[config.mk]
export PLATFORM = sky130hd
export DESIGN_NAME = regfile_mp_flat
export DESIGN_NICKNAME = d
export VERILOG_FILES = /design/src/rtl/regfile_mp_pkg.sv /design/src/rtl/regfile_mp_if.sv /design/src/rtl/regfile_rd_port.sv /design/src/rtl/regfile_mp.sv /design/src/flat_wrapper.sv
export SDC_FILE = /design/constraint.sdc
export NUM_CORES = 2
export LEC_CHECK = 0
export CAP_MARGIN = 20
export CORE_ASPECT_RATIO = 0.75
export CORE_MARGIN = 2
export CORE_UTILIZATION = 66
export DETAILED_ROUTE_END_ITERATION = 6
export PLACE_DENSITY_LB_ADDON = 0.05
export RECOVER_POWER = 50
export SLEW_MARGIN = 5
export SYNTH_ARGS = -nofsm -noshare
export SYNTH_HDL_FRONTEND = slang
export SYNTH_SLANG_ARGS = --single-unit
[constraint.sdc]
create_clock -name clk -period 12.5 [get_ports clk]
set_input_delay 3.125 -clock clk [delete_from_list [all_inputs] [get_ports clk]]
set_output_delay 3.125 -clock clk [all_outputs]
set_load 0.01 [all_outputs]
[src/rtl/regfile_mp_pkg.sv]
// Shared definitions for the multi-port register file.
//   ZERO_WORD  : all-zero data word, wide enough for any supported DATA_W (<= 64)
//   EN_ON/OFF  : enable levels for write/read/scoreboard strobes
//   state_t    : clear-sequencer state encoding (ST_INIT, ST_RUN)
package regfile_mp_pkg;

    localparam int          MAX_DATA_W = 64;
    localparam logic [MAX_DATA_W-1:0] ZERO_WORD = '0;

    localparam logic EN_ON  = 1'b1;
    localparam logic EN_OFF = 1'b0;

    typedef enum logic [0:0] {
        ST_INIT = 1'b0,
        ST_RUN  = 1'b1
    } state_t;

endpackage

[src/rtl/regfile_mp_if.sv]
// Bus bundle between the core pipeline and the register file.
//   write-back : we0/waddr0/wdata0, we1/waddr1/wdata1 (port 1 has priority)
//   decode     : re, raddr (packed per port), rdata (packed per port)
//   issue      : sb_set/sb_addr claim a destination, sb_busy per read port
//   status     : init_busy while the array is being cleared
// master = pipeline side, slave = register file.
interface regfile_mp_if #(
    parameter int DATA_W = 32,
    parameter int ADDR_W = 5,
    parameter int NUM_RD = 2
);
    logic                     init_busy;
    logic                     we0;
    logic [ADDR_W-1:0]        waddr0;
    logic [DATA_W-1:0]        wdata0;
    logic                     we1;
    logic [ADDR_W-1:0]        waddr1;
    logic [DATA_W-1:0]        wdata1;
    logic [NUM_RD-1:0]        re;
    logic [NUM_RD*ADDR_W-1:0] raddr;
    logic [NUM_RD*DATA_W-1:0] rdata;
    logic                     sb_set;
    logic [ADDR_W-1:0]        sb_addr;
    logic [NUM_RD-1:0]        sb_busy;

    modport master (
        input  init_busy, rdata, sb_busy,
        output we0, waddr0, wdata0, we1, waddr1, wdata1, re, raddr, sb_set, sb_addr
    );

    modport slave (
        output init_busy, rdata, sb_busy,
        input  we0, waddr0, wdata0, we1, waddr1, wdata1, re, raddr, sb_set, sb_addr
    );
endinterface

[src/rtl/regfile_rd_port.sv]
// One read port: write-to-read bypass mux plus its RAW stall term.
//   en       : port enabled and register file in RUN
//   raddr    : this port's address
//   w1_ok/w0_ok, waddrN, wdataN : qualified commits this cycle
//   rf_word  : array contents at raddr
//   pend     : pending bit at raddr
//   rdata    : read result (combinational)
//   sb_busy  : stall, pending and not satisfied by a same-cycle commit
module regfile_rd_port
    import regfile_mp_pkg::*;
#(
    parameter int DATA_W   = 32,
    parameter int ADDR_W   = 5,
    parameter int ZERO_REG = 1
) (
    input  logic              en,
    input  logic [ADDR_W-1:0] raddr,
    input  logic              w1_ok,
    input  logic [ADDR_W-1:0] waddr1,
    input  logic [DATA_W-1:0] wdata1,
    input  logic              w0_ok,
    input  logic [ADDR_W-1:0] waddr0,
    input  logic [DATA_W-1:0] wdata0,
    input  logic [DATA_W-1:0] rf_word,
    input  logic              pend,
    output logic [DATA_W-1:0] rdata,
    output logic              sb_busy
);
    logic hit1, hit0, is_zero;

    assign hit1    = w1_ok && (waddr1 == raddr);
    assign hit0    = w0_ok && (waddr0 == raddr);
    assign is_zero = (ZERO_REG != 0) && (raddr == '0);

    always_comb begin
        rdata = ZERO_WORD[DATA_W-1:0];
        if (!en || is_zero) rdata = ZERO_WORD[DATA_W-1:0];
        else if (hit1)      rdata = wdata1;
        else if (hit0)      rdata = wdata0;
        else                rdata = rf_word;
    end

    // A committing write this cycle feeds the read via bypass, so no stall.
    assign sb_busy = en && pend && !(hit1 || hit0);
endmodule

[src/rtl/regfile_mp.sv]
// Multi-port GPR file: two write-back ports, NUM_RD bypassed read ports,
// per-register pending-write scoreboard, and a post-reset clear sequencer.
//   clk, rst : clock, synchronous active-high reset
//   bus      : regfile_mp_if slave (write, read, scoreboard, init_busy)
module regfile_mp
    import regfile_mp_pkg::*;
#(
    parameter int DATA_W   = 32,
    parameter int ADDR_W   = 5,
    parameter int NUM_RD   = 2,
    parameter int ZERO_REG = 1
) (
    input  logic         clk,
    input  logic         rst,
    regfile_mp_if.slave  bus
);
    localparam int DEPTH = 1 << ADDR_W;

    state_t             state;
    logic [ADDR_W-1:0]  cnt;
    logic [DATA_W-1:0]  regs [DEPTH];
    logic [DEPTH-1:0]   pending, pend_nxt;
    logic               run, w0_ok, w1_ok, sb_ok;

    // rst overrides the state so outputs are quiet even if rst arrives during RUN.
    assign run           = (state == ST_RUN) && !rst;
    assign bus.init_busy = !run;

    assign w0_ok = run && (bus.we0 == EN_ON) && !((ZERO_REG != 0) && (bus.waddr0 == '0));
    assign w1_ok = run && (bus.we1 == EN_ON) && !((ZERO_REG != 0) && (bus.waddr1 == '0));
    assign sb_ok = run && (bus.sb_set == EN_ON) && !((ZERO_REG != 0) && (bus.sb_addr == '0));

    always_ff @(posedge clk) begin
        if (rst) begin
            state <= ST_INIT;
            cnt   <= '0;
        end else if (state == ST_INIT) begin
            cnt <= cnt + 1'b1;
            if (cnt == ADDR_W'(DEPTH - 1)) state <= ST_RUN;
        end
    end

    // Array has no reset; the sequencer zeroes one entry per INIT cycle.
    // Port 1 is written last so it wins an address collision.
    always_ff @(posedge clk) begin
        if (state == ST_INIT) begin
            regs[cnt] <= ZERO_WORD[DATA_W-1:0];
        end else begin
            if (w0_ok) regs[bus.waddr0] <= bus.wdata0;
            if (w1_ok) regs[bus.waddr1] <= bus.wdata1;
        end
    end

    // Set applied after clears: the newly issued instruction owns the register.
    always_comb begin
        pend_nxt = pending;
        if (w0_ok) pend_nxt[bus.waddr0] = 1'b0;
        if (w1_ok) pend_nxt[bus.waddr1] = 1'b0;
        if (sb_ok) pend_nxt[bus.sb_addr] = 1'b1;
    end

    always_ff @(posedge clk) begin
        if (rst) pending <= '0;
        else     pending <= pend_nxt;
    end

    for (genvar i = 0; i < NUM_RD; i++) begin : g_rd
        logic [ADDR_W-1:0] ra;
        logic [DATA_W-1:0] rd;
        logic              busy;

        assign ra = bus.raddr[i*ADDR_W +: ADDR_W];

        regfile_rd_port #(
            .DATA_W   (DATA_W),
            .ADDR_W   (ADDR_W),
            .ZERO_REG (ZERO_REG)
        ) u_rd (
            .en      (run && (bus.re[i] == EN_ON)),
            .raddr   (ra),
            .w1_ok   (w1_ok),
            .waddr1  (bus.waddr1),
            .wdata1  (bus.wdata1),
            .w0_ok   (w0_ok),
            .waddr0  (bus.waddr0),
            .wdata0  (bus.wdata0),
            .rf_word (regs[ra]),
            .pend    (pending[ra]),
            .rdata   (rd),
            .sb_busy (busy)
        );

        assign bus.rdata[i*DATA_W +: DATA_W] = rd;
        assign bus.sb_busy[i]                = busy;
    end
endmodule

[src/flat_wrapper.sv]
// flat-port wrapper written by rule: the top's interface ports become plain ports
module regfile_mp_flat import regfile_mp_pkg::*;
#(
    parameter int DATA_W   = 32,
    parameter int ADDR_W   = 5,
    parameter int NUM_RD   = 2,
    parameter int ZERO_REG = 1
)
  (clk, rst, bus_init_busy, bus_rdata, bus_sb_busy, bus_we0, bus_waddr0, bus_wdata0, bus_we1, bus_waddr1, bus_wdata1, bus_re, bus_raddr, bus_sb_set, bus_sb_addr);
  regfile_mp_if #(.DATA_W(DATA_W), .ADDR_W(ADDR_W), .NUM_RD(NUM_RD)) bus_i ();
  input  logic clk;
  input  logic rst;
  output wire logic [$bits(bus_i.init_busy)-1:0] bus_init_busy;
  output wire logic [$bits(bus_i.rdata)-1:0] bus_rdata;
  output wire logic [$bits(bus_i.sb_busy)-1:0] bus_sb_busy;
  input wire logic [$bits(bus_i.we0)-1:0] bus_we0;
  input wire logic [$bits(bus_i.waddr0)-1:0] bus_waddr0;
  input wire logic [$bits(bus_i.wdata0)-1:0] bus_wdata0;
  input wire logic [$bits(bus_i.we1)-1:0] bus_we1;
  input wire logic [$bits(bus_i.waddr1)-1:0] bus_waddr1;
  input wire logic [$bits(bus_i.wdata1)-1:0] bus_wdata1;
  input wire logic [$bits(bus_i.re)-1:0] bus_re;
  input wire logic [$bits(bus_i.raddr)-1:0] bus_raddr;
  input wire logic [$bits(bus_i.sb_set)-1:0] bus_sb_set;
  input wire logic [$bits(bus_i.sb_addr)-1:0] bus_sb_addr;
  assign bus_init_busy = bus_i.init_busy;
  assign bus_rdata = bus_i.rdata;
  assign bus_sb_busy = bus_i.sb_busy;
  assign bus_i.we0 = bus_we0;
  assign bus_i.waddr0 = bus_waddr0;
  assign bus_i.wdata0 = bus_wdata0;
  assign bus_i.we1 = bus_we1;
  assign bus_i.waddr1 = bus_waddr1;
  assign bus_i.wdata1 = bus_wdata1;
  assign bus_i.re = bus_re;
  assign bus_i.raddr = bus_raddr;
  assign bus_i.sb_set = bus_sb_set;
  assign bus_i.sb_addr = bus_sb_addr;
  regfile_mp #(.DATA_W(DATA_W), .ADDR_W(ADDR_W), .NUM_RD(NUM_RD), .ZERO_REG(ZERO_REG)) u_core (.clk(clk), .rst(rst), .bus(bus_i));
endmodule
# Word level (Yosys, flattened, before mapping)

Memory sizes are Yosys's and may differ from the RTL's.
Index checks and enable logic that the tools add are counted.

$add $sub $neg: 1
$mul: 0
Div/mod/pow operators: 0
$lt $le $gt $ge: 8
Eq/ne operators: 5
Shift-type cells: 0
Muxes and demuxes: 31
Bitwise gates (word level): 5
Reduce and logical (&&, ||, !) cells: 39

Operators by type and width:

| operator                                                           | number |
|---|---|
| two-way mux 32 bit                                                 | 10 |
| bitwise AND 32 bit                                                 | 2 |
| NOT 32 bit                                                         | 2 |
| bitwise OR 32 bit                                                  | 1 |
| OR reduction 32 bit                                                | 1 |
| < comparator 5 x 6 -> 1 bit (second input constant)                | 5 |
| logical NOT 5 bit                                                  | 5 |
| == test 5 bit                                                      | 4 |
| logical AND 1 bit                                                  | 20 |
| demux 1 bit (select 5 bit)                                         | 3 |
| greater-or-equal comparator 5 x 1 -> 1 bit (second input constant) | 3 |
| two-way mux 1 bit                                                  | 15 |
| binary-select mux 1 bit (select 5 bit)                             | 2 |
| logical NOT 1 bit                                                  | 9 |
| adder 5 x 1 -> 5 bit (second input constant)                       | 1 |
| == test 5 bit (second input constant)                              | 1 |
| two-way mux 5 bit                                                  | 1 |
| logical OR 1 bit                                                   | 4 |

Flip-flop bits (word level): 38
Latch bits: 0
Bits in writable memories: 1024
Bits in read-only memories: 0
Output and inout port bits: 67
Memories: 1

Memories:

| memory      | depth | bits a word | rd ports | clocked after memory_dff | write ports | line             | RTL |
|---|---|---|---|---|---|---|---|
| u_core.regs | 32    | 32          | 2        | 0                        | 2           | regfile_mp.sv:21 | `logic [DATA_W-1:0] regs [DEPTH];` |

# Longest topological paths before layout

Word-level depth: 11
Gate-level depth with buffers: 10
Depth with buffers taken out: 6

# Cells and area by module

From an unflattened synthesis, not the netlist that was laid out.

Cell total of the unflattened synthesis: 4716
Area total of the unflattened synthesis: 62799.0 sq um

Modules (own cells, without submodules):

| module          | times used | cells each | area an instance (sq um) | seq. area each (sq um) |
|---|---|---|---|---|
| regfile_mp      | 1          | 4366       | 60231.5                  | 31510.2 |
| regfile_rd_port | 2          | 175        | 1283.7                   | 0.0 |

# Least setup slack after synthesis

Ideal clock, no wire load.

Path type: input -> output
Start: input bus_raddr[0]
End: output bus_rdata[20]
Arrival time: 4921 ps
Data required time: 9375 ps
Slack: 4454 ps
Cell stages on the path: 7
Buffers on the path: 3
Cell sequence: buf_2 buf_2 buf_2 mux4_2 a22oi_1 a31oi_1 a221o_1

Longest elaborated chain between the ends: 5
Elaborated cells between the ends (all ways): 10
Those cells by class: 2 x eq/ne; 3 x mux; 4 x reduce/logical; 1 x memory

RTL lines:

| item                                                                              | line                  | RTL |
|---|---|---|
| start: declaration                                                                | flat_wrapper.sv:23    | `input wire logic [$bits(bus_i.raddr)-1:0] bus_raddr;` |
| parallel branches: the longest is 4 deep, another holds memory read (32 x 32 bit) | --                    |  |
| two-way mux 32 bit *                                                              | regfile_rd_port.sv:37 | `if (!en \|\| is_zero) rdata = ZERO_WORD[DATA_W-1:0];` |
| end: declaration                                                                  | flat_wrapper.sv:14    | `output wire logic [$bits(bus_i.rdata)-1:0] bus_rdata;` |

Mark *: on every way between the ends.

# Final worst setup path

Start: input rst
End: output bus_rdata[14]

Longest elaborated chain between the ends: 8
Elaborated cells between the ends (all ways): 14
Those cells by class: 3 x mux; 11 x reduce/logical

RTL lines:

| item                            | line                  | RTL |
|---|---|---|
| start: declaration              | flat_wrapper.sv:12    | `input logic rst;` |
| logical NOT 1 bit *             | regfile_mp.sv:26      | `assign run = (state == ST_RUN) && !rst;` |
| logical AND 1 bit *             | regfile_mp.sv:26      |  |
| logical AND 1 bit (2 in series) | regfile_mp.sv:29      | `assign w0_ok = run && (bus.we0 == EN_ON) && !((ZERO_REG != 0) && (bus.waddr0 == '0));` |
| logical AND 1 bit               | regfile_rd_port.sv:32 | `assign hit0 = w0_ok && (waddr0 == raddr);` |
| two-way mux 32 bit              | regfile_rd_port.sv:39 | `else if (hit0) rdata = wdata0;` |
| two-way mux 32 bit              | regfile_rd_port.sv:38 | `else if (hit1) rdata = wdata1;` |
| two-way mux 32 bit *            | regfile_rd_port.sv:37 |  |

Every way passes the cells marked *; elsewhere a longest branch is shown, timed or not.

==> flow_metrics.py <==
metrics = {
    "status": {
        "status": "complete, but fails checks",
        "violations": "capacitance limit, slew limit",
    },
    "final_layout": {
        "num-nets-final": 5520,
        "final_cell_mix": "nand2_1, edfxtp_1, o21ai_0",
        "final_common_cell": "nand2_1",
        "area_growth_pct": 8.33,
        "layout-drive-gt1-share": 0.112,
    },
    "route": {
        "wire_per_inst_um": 34.2,
        "dr_total_vias": 51000,
        "ant_nets": 0,
        "routed_wl_mm": 231,
        "viasPerCell": 7.57,
        "drtIter0Drc": 9733,
        "drc": 0,
        "firstDrtPassIters": 7,
    },
    "worst_setup_path": {
        "worst_setup_path_start_kind": "primary input",
        "cp-end-kind": "output port",
        "worstPathRequired_ps": 9380,
        "cp_data_arrival_time_ps": 8320,
        "crit_type": "in -> out",
        "path_max_fanout": 43,
    },
    "synth": {
        "synth-main-ff-cell": "edfxtp_1",
        "netlist_area_um2": 61800,
        "yosys_warnings": 0,
        "synth_nets": 5788,
        "ys_types": 57,
        "syn-mean-instance-area_um2": 10.9,
        "postSynthCellCount": 5690,
        "ys_seq_area_frac": 0.510,
        "synth_async_sr_flop_share": 0,
        "synth_edf_count": 1024,
        "synth-seq-cells": 1062,
    },
    "power_and_ir_drop": {
        "ir_worst_vdd_mv": 0.119,
        "p_per_area_nw_per_um2": 116,
        "p_leak_nw": 20.9,
        "design_power_total_mw": 7.76,
    },
    "global_route": {
        "overflow": 0,
        "antenna_found_initial": 8,
        "grt_most_used_layer": "met2",
        "grt_pass1_wl_mm": 327,
        "use_met2": 0.670,
        "track_usage": 0.477,
        "grt_pass1_vias": 47600,
        "gr-usage-met3": 0.204,
        "grt_use_met1": 0.618,
        "grt_start_max_net_pins": 125,
    },
    "floorplan": {
        "ios": 163,
        "num_rows": 97,
        "start_util": 0.663,
        "core_um2": 93100,
        "chipHeight_um": 269,
        "die_area_um2": 96100,
        "die_w_um": 357,
    },
    "cts": {
        "clkSlewWorstSetupHoldPaths_ps": 60,
        "cts_tree": "built",
        "htreeDepth": 3,
        "clk_latency_ps": 720,
        "cts.sinks": 1062,
        "clk_path_buf_depth": 3,
        "cts_setup_buffers": 0,
        "cts_inserted_buffers": 106,
        "cts_root_buf": "clkbuf_16",
        "holdBufCountCts": 0,
        "cts-resized-gates": 0,
    },
    "timing": {
        "period_minus_slack_ps": 11440,
        "fin_crit_sh": 0.915,
        "max_clock_freq_ghz": 0.0874,
        "setup_viol": 0,
        "fin_skew_ps": 28.9,
        "holdWs_ps": 501,
        "rsz0062_at_grt": "no",
        "setup-tns-final_ps": 0,
        "drv_slew": 2055,
        "tightestPinTransition_ps": 4410,
        "max-slew-margin-rel": -1.94,
        "hold_viol": 0,
    },
    "place": {
        "finalWeightedCongestion": 0.956,
        "dp_hpwl_mm": 130,
        "numPortBuffers": 162,
    },
    "job": {
        "max_cap_violations": 57,
    },
    "hold_path": {
        "min_path_type": "reg -> reg",
    },
}
==> Yosys cell counts (7+ instances only) <==
master | count | area [um2]
a21oi_1 | 86 | 430
mux2i_1 | 532 | 5330
dfxtp_1 | 38 | 761
nor3_1 | 9 | 45.0
o22ai_1 | 16 | 100
buf_6 | 7 | 78.8
nor2_1 | 82 | 308
a22o_1 | 62 | 543
buf_2 | 182 | 911
and3_1 | 10 | 62.6
clkbuf_1 | 418 | 1570
xnor2_1 | 9 | 78.8
nand3_1 | 70 | 350
edfxtp_1 | 1024 | 30700
nor2b_1 | 19 | 119
a221o_1 | 64 | 641
mux4_2 | 267 | 6010
buf_4 | 22 | 165
nand4_1 | 9 | 56.3
clkbuf_2 | 21 | 105
nor2_2 | 9 | 56.3
a22oi_1 | 269 | 2020
a32oi_1 | 11 | 96.3
nand2_1 | 1143 | 4290
o21ai_0 | 1010 | 5050
buf_1 | 50 | 188
nor3b_1 | 7 | 52.6
xor2_1 | 13 | 114
nand3b_1 | 10 | 75.1
inv_1 | 36 | 135
a31oi_1 | 133 | 832
==> logic make-up after synthesis <==
logic type / after synthesis / share of synthesized area
AO/OA/AOI/OAI: 1665 / 0.159
multiplexers: 800 / 0.184
adder cells (fa/ha/maj): 2 / 0.000405
AND/OR/NAND/NOR: 1403 / 0.0921
XOR/XNOR: 22 / 0.00312
flip-flops: 1062 / 0.510
buffers and inverters: 736 / 0.0510
==> per-stage QoR <==
step	instance area [um2]	utilization	setup slack [ps]	cells
finish	66900	0.719	1060	6748
global route	66900	0.719	1030	6748
CTS	67300	0.723	2140	6743
detailed placement	63900	0.687	2160	6547
global placement	63900	0.686	2190	6544
floorplan	61800	-	4450	5690
==> area by class of cell <==
class                   instances  area [um2]
diodes                          1        2.50
clock buffers                 129        2760
clock inverters                67         578
fillers                      6507       26200
inverters                      36         135
multi-input cells            3892       27600
flip-flops and latches       1062       31500
well taps                    1237        1550
repair buffers                324        2780
==> critical path, cell delays in order <==
cell	delay, ps
dlygate4sd3_1	530
clkbuf_1	740
nand3b_1	450
a21oi_1	270
buf_4	710
nand4_1	380
nor2_4	940
buf_4	360
a221o_1	200
clkdlybuf4s50_1	560
==> where the power goes <==
part	internal (mW)	switching, mW	total, mW
clock	1.75	1.43	3.19
combinational	0.216	0.447	0.663
sequential	3.89	0.0197	3.91
==> worst paths after layout <==
path                                       endpoint  cells after the start  slack (ps)         startpoint
worst max-delay path                  bus_rdata[14]                     10        1060                rst
worst min-delay path              u_core.pending[0]                      1         500  u_core.pending[0]
worst max register to register  u_core.regs[11][31]                      6        5860       u_core.state
worst min register to register    u_core.pending[0]                      1         500  u_core.pending[0]
==> routing by layer <==
metal	vias up	share of wire	routed length, um
li1	20800	-	-
met1	24100	0.33	76400
met2	5086	0.41	95200
met3	1062	0.18	42000
met4	20	0.073	17000
met5	-	0.0016	378
==> flip-flops by register name (all words and copies together), names as in the netlist <==
register / flops
u_core.cnt: 5
u_core.pending: 32
u_core.regs: 1024
u_core.state: 1
Note: power is estimated with default switching activity, not from simulation.
